**config.mk**
```make
export PLATFORM = sky130hd
export DESIGN_NAME = phy_rx_deserializer
export DESIGN_NICKNAME = d
export VERILOG_FILES = /design/src/rtl/phy_rx_deserializer.sv
export SDC_FILE = /design/constraint.sdc
export NUM_CORES = 1
export LEC_CHECK = 0
export BUFFER_PORTS_ARGS = -buffer_cell sky130_fd_sc_hd__buf_2
export CORE_MARGIN = 2
export CORE_UTILIZATION = 37
export DETAILED_ROUTE_END_ITERATION = 10
export HOLD_SLACK_MARGIN = 0.05
export PLACE_DENSITY = 0.6
export SLEW_MARGIN = 20
export SYNTH_ARGS = -nofsm -noshare
export SYNTH_HDL_FRONTEND = slang
export SYNTH_SLANG_ARGS = --single-unit
```
**constraint.sdc**
```tcl
create_clock -name clk_32f -period 1.91 [get_ports clk_32f]
set_input_delay 0.0955 -clock clk_32f [delete_from_list [all_inputs] [get_ports clk_32f]]
set_output_delay 0.0955 -clock clk_32f [all_outputs]
set_load 0.005 [all_outputs]
```
**src/rtl/phy_rx_deserializer.sv**
```systemverilog
// Two-lane serial receiver: finds byte/word alignment from COM/SKP idle words, then emits one 32-bit word per 16 clk_32f.
// Word output updates on the edge sampling the last bit of the slot-1 bytes; no backpressure, idle words drop valid_out.
module phy_rx_deserializer #(
  parameter logic [7:0]  COM        = 8'hBC,
  parameter logic [7:0]  SKP        = 8'h7C,
  parameter int unsigned SYNC_COUNT = 4
) (
  input  logic        clk_32f,
  input  logic        reset,
  input  logic        Data_in_1bit_0,
  input  logic        Data_in_1bit_1,
  output logic [31:0] Data_out,
  output logic        valid_out,
  output logic        active
);

  typedef enum logic [1:0] {SEARCH, ALIGN, ACTIVE} state_t;

  localparam logic [3:0]  SYNC_CNT  = 4'(SYNC_COUNT);
  localparam logic [31:0] IDLE_WORD = {COM, SKP, COM, SKP};

  state_t      state;
  logic [7:0]  sr0, sr1;
  logic [7:0]  hi0, hi1;
  logic [2:0]  bitcnt;
  logic        slot;
  logic [3:0]  idlecnt;

  logic [7:0]  cand0, cand1;
  logic [7:0]  expect_sym;
  logic        cand_match;
  logic        cand_com;
  logic        byte_end;
  logic [3:0]  idlecnt_nxt;
  logic [31:0] word;
  logic        word_idle;

  assign cand0       = {sr0[6:0], Data_in_1bit_0};
  assign cand1       = {sr1[6:0], Data_in_1bit_1};
  assign expect_sym  = slot ? SKP : COM;
  assign cand_match  = (cand0 == expect_sym) && (cand1 == expect_sym);
  assign cand_com    = (cand0 == COM) && (cand1 == COM);
  assign byte_end    = (bitcnt == 3'd7);
  assign idlecnt_nxt = idlecnt + 4'd1;
  assign word        = {hi0, cand0, hi1, cand1};
  assign word_idle   = (word == IDLE_WORD);

  always_ff @(posedge clk_32f or negedge reset) begin
    if (!reset) begin
      state     <= SEARCH;
      sr0       <= '0;
      sr1       <= '0;
      hi0       <= '0;
      hi1       <= '0;
      bitcnt    <= '0;
      slot      <= 1'b0;
      idlecnt   <= '0;
      Data_out  <= '0;
      valid_out <= 1'b0;
      active    <= 1'b0;
    end else begin
      sr0 <= cand0;
      sr1 <= cand1;
      case (state)
        SEARCH: begin
          if (cand_com) begin
            state   <= ALIGN;
            bitcnt  <= '0;
            slot    <= 1'b1;
            idlecnt <= '0;
          end
        end
        ALIGN: begin
          bitcnt <= bitcnt + 3'd1;
          if (byte_end) begin
            slot <= ~slot;
            // A failed compare never re-detects COM on the same clock.
            if (!cand_match) begin
              state   <= SEARCH;
              idlecnt <= '0;
              bitcnt  <= '0;
              slot    <= 1'b0;
            end else if (slot) begin
              idlecnt <= idlecnt_nxt;
              if (idlecnt_nxt == SYNC_CNT) begin
                state  <= ACTIVE;
                active <= 1'b1;
                slot   <= 1'b0;
              end
            end
          end
        end
        ACTIVE: begin
          bitcnt <= bitcnt + 3'd1;
          if (byte_end) begin
            slot <= ~slot;
            if (!slot) begin
              hi0 <= cand0;
              hi1 <= cand1;
            end else begin
              valid_out <= ~word_idle;
              Data_out  <= word_idle ? 32'd0 : word;
            end
          end
        end
        default: state <= SEARCH;
      endcase
    end
  end

endmodule

```
==> impl_metrics.py <==
metrics = {
    "critical_path": {
        "crit_path_start_kind": "flip-flop",
        "slowest_stage": "dfrtp_1",
        "endpoint_kind": "flip-flop",
        "reg2reg_depth": 5,
        "reg2reg_slack_ps": 200,
        "critPathKind": "reg2reg",
        "arrival_ps": 1970,
        "cp_num_buf_inv": 0,
        "crit_family": "simple AND/OR/NAND/NOR gates",
        "path_cells": "and4bb_2 > nand4_1 > and2b_1 > nor3_1 > a211oi_1",
        "regToRegStartpoint": "sr1[5]",
        "critical_path_required_ps": 2170,
        "critical_path.max_fanout": 7,
        "reg2reg_to": "state[0]",
        "critPathMaxStageDelay_ps": 430,
    },
    "sta": {
        "setup_viol": 0,
        "post-route-period-util_pct": 89.6,
        "slew_headroom_pct": 67.3,
        "rsz0062_at_grt": "false",
        "tns_ps": 0,
        "period_needed_ps": 1710,
        "finalHoldViolCount": 0,
        "worst_pin_slew_ps": 489,
        "slew_violations": 0,
        "finClkSkew_ps": 11.9,
        "max_freq_mhz": 585,
    },
    "run": {
        "cap_violations": 0,
    },
    "placed_design": {
        "port_buffers": 37,
        "place_hpwl_um": 4290,
        "place_congestion": 0.795,
    },
    "cells_and_area": {
        "diodes": 0,
        "n_fill_cell": 793,
        "layout-drive-gt1-share_pct": 28.1,
        "fin_util_pct": 45.8,
        "area_growth_pct": 19.7,
        "nets": 346,
        "area.sequential_sq_um": 1850,
        "multiInputGateArea_sq_um": 1190,
    },
    "status": {
        "status": "finished clean",
    },
    "synth": {
        "synth-main-ff-cell": "dfrtp_1",
        "netlist_instances": 288,
        "yosys.area.top_type": "dfrtp_1",
        "synth_cell_types": 41,
        "synth_nets": 300,
        "ys_seq_area_share_pct": 58.8,
        "synth_seq_cells": 74,
        "yosysTopAreaCellShare_pct": 58.8,
        "synth.area.top_cells": "dfrtp_1 59%, nand2_1 10%, mux2_2 5.7%",
        "postSynthAreaPerCell_sq_um": 10.9,
        "syn-cell-area_sq_um": 3150,
        "synth-edff-count": 0,
        "yosys_warnings": 0,
        "ys_async_sr_fraction_pct": 100,
    },
    "cts": {
        "htree_levels": 3,
        "cts_buffers": 9,
        "ctsLongestPathBuffers": 2,
        "worst_skew_pair.late_latency_ps": 350,
        "root_buffer": "clkbuf_8",
        "clk_pin_slew_worst_paths_ps": 80,
        "cts_tree": "yes",
        "postCtsSetupBuffers": 0,
        "clkSinkCount": 74,
    },
    "grt": {
        "grt_pass1_wl_um": 10800,
        "grt_pass1_vias": 2125,
        "antenna_found_initial": 0,
        "gr-total-overflow": 0,
        "grt_max_degree": 75,
        "grt_usage_pct": 15.7,
    },
    "power_and_ir_drop": {
        "vdd_drop_max_mv": 0.583,
        "swShare_pct": 19.9,
        "p_leak_nw": 1.84,
        "p_comb_share_pct": 1.8,
        "p_per_area_nw_per_um2": 840,
        "p_sw_mw": 0.628,
        "seqPwrFrac_pct": 50.7,
        "intPower_mw": 2.54,
        "pwr-share-clk_pct": 47.6,
    },
    "floorplanning": {
        "rows": 33,
        "dieHeight_um": 96.2,
        "io_pins": 38,
        "coreArea_sq_um": 8220,
        "die_x_um": 96.2,
        "dieArea_sq_um": 9260,
        "initial_core_util_pct": 38.3,
    },
    "routing": {
        "detail-route-antenna-nets": 0,
        "drtIter0Drc": 113,
        "post-route-drc-count": 0,
        "via_per_inst": 4.88,
        "wirelength_um": 6380,
        "vias": 2164,
        "wl_per_cell_um": 14.4,
        "firstDrtPassIters": 4,
    },
    "worst_hold_path": {
        "hold_path.class": "in2async",
    },
}
[power groups by stage]
stage	Clock, mW	Sequential (mW)	Combinational [mW]
after global placement	0	1.63	0.0538
after detailed placement	0	1.63	0.0540
after global routing	1.62	1.61	0.0652
after floorplan	0	1.63	0.00890
after CTS	1.55	1.60	0.0592
final	1.51	1.60	0.0555
[what timing repair did]
item / CTS / global route
hold endpoints to repair: 80 / 0
endpoints found under the setup margin: 0 / 2
gates resized for setup: 0 / 1
hold buffers: 3 / 0
[layer usage]
metal / vias up / part of all wire, % / GRT usage, %
li1: 1070 / - / -
met5: - / 0 / 0
met2: 43 / 43 / 22.6
met3: 13 / 4.9 / 4.70
met4: 0 / 1.4 / 5.71
met1: 1038 / 51 / 22.3
[placed cells by master (no fill, tap or decap), types with 2 or more instances in the layout]
cell           Yosys  layout
a21o_1             2       2
buf_4              0       5
clkbuf_8           0      11
nand2b_1           2       2
nand2_1           86      86
nor2b_1            2       2
nand3_1            4       4
and4bb_2           3       3
nor3_1             2       2
buf_2              4      37
mux2_2            16      16
o21ai_0           19      19
mux2i_1            2       2
nand4_1            4       4
nor2_1             6       6
o21ai_2           10      10
bufinv_16          0       3
and4b_1            2       2
ha_1               8       8
dfrtp_1           74      74
inv_1              7       7
buf_12             0       3
a21oi_1            6       6
dlygate4sd3_1      0       3
[worst max-delay path by stage]
stage	startpoint	to	slack, ps	cells past startpoint
2_1_floorplan	bitcnt[0]	hi0[0]	100	6
3_5_place_dp	state[0]	Data_out[28]	170	6
3_3_place_gp	bitcnt[0]	Data_out[6]	220	6
5_1_grt	hi1[1]	Data_out[21]	30	5
4_1_cts	state[0]	Data_out[28]	160	6
6_report	sr1[5]	state[0]	200	5
[stage by stage]
| step | instance area, sq um | worst slack (ps) | hold WS [ps] | cells | power (mW) |
|---|---|---|---|---|---|
| 4_1_cts | 3760 | 156 | 306 | 443 | 3.22 |
| 5_1_grt | 3770 | 26.2 | 346 | 443 | 3.29 |
| 3_5_place_dp | 3480 | 173 | 157 | 425 | 1.69 |
| 2_1_floorplan | 3150 | 97.6 | -200 | 288 | 1.63 |
| 6_report | 3770 | 199 | 295 | 443 | 3.16 |
| 3_3_place_gp | 3480 | 216 | 160 | 425 | 1.69 |
[worst reg2reg max path, cell delays in order, from the launching register on]
cell      delay [ps]
dfrtp_1          430
and4bb_2         330
nand4_1          250
and2b_1          310
nor3_1            60
a211oi_1         250
[layout make-up]
class | count | area share, %
tap | 105 | 3.49
sequential | 74 | 49.2
inverter | 7 | 0.698
multi-input combinational | 194 | 31.7
clock buffer | 11 | 4.02
clock inverter | 4 | 2.62
timing repair buffer | 48 | 8.31
[registers in the layout, indices dropped and copies added (netlist names)]
signal / flops
Data_out: 32
active: 1
bitcnt: 3
hi0: 8
hi1: 8
idlecnt: 4
slot: 1
sr0: 7
sr1: 7
state: 2
valid_out: 1
[logic make-up (layout without fill, tap and decap cells)]
kind of cell / after synthesis / in the layout / share of synthesized area [%]
AO/OA/AOI/OAI: 45 / 45 / 9.22
XOR/XNOR: 1 / 1 / 0.278
adder cells (fa/ha/maj): 8 / 8 / 3.18
buffers and inverters: 20 / 70 / 3.26
flip-flops: 74 / 74 / 58.8
multiplexers: 18 / 18 / 6.36
AND/OR/NAND/NOR: 122 / 122 / 18.8
[cell usage after synthesis, types with 4 or more instances]
cell and count:
ha_1 8, mux2_2 16, o21ai_0 19, a21oi_1 6, clkbuf_1 6, nor2_1 6
o21ai_2 10, dfrtp_1 74, nand3_1 4, buf_2 4, nand4_1 4, inv_1 7
nand2_1 86
Power figures use the tool's default switching activity.
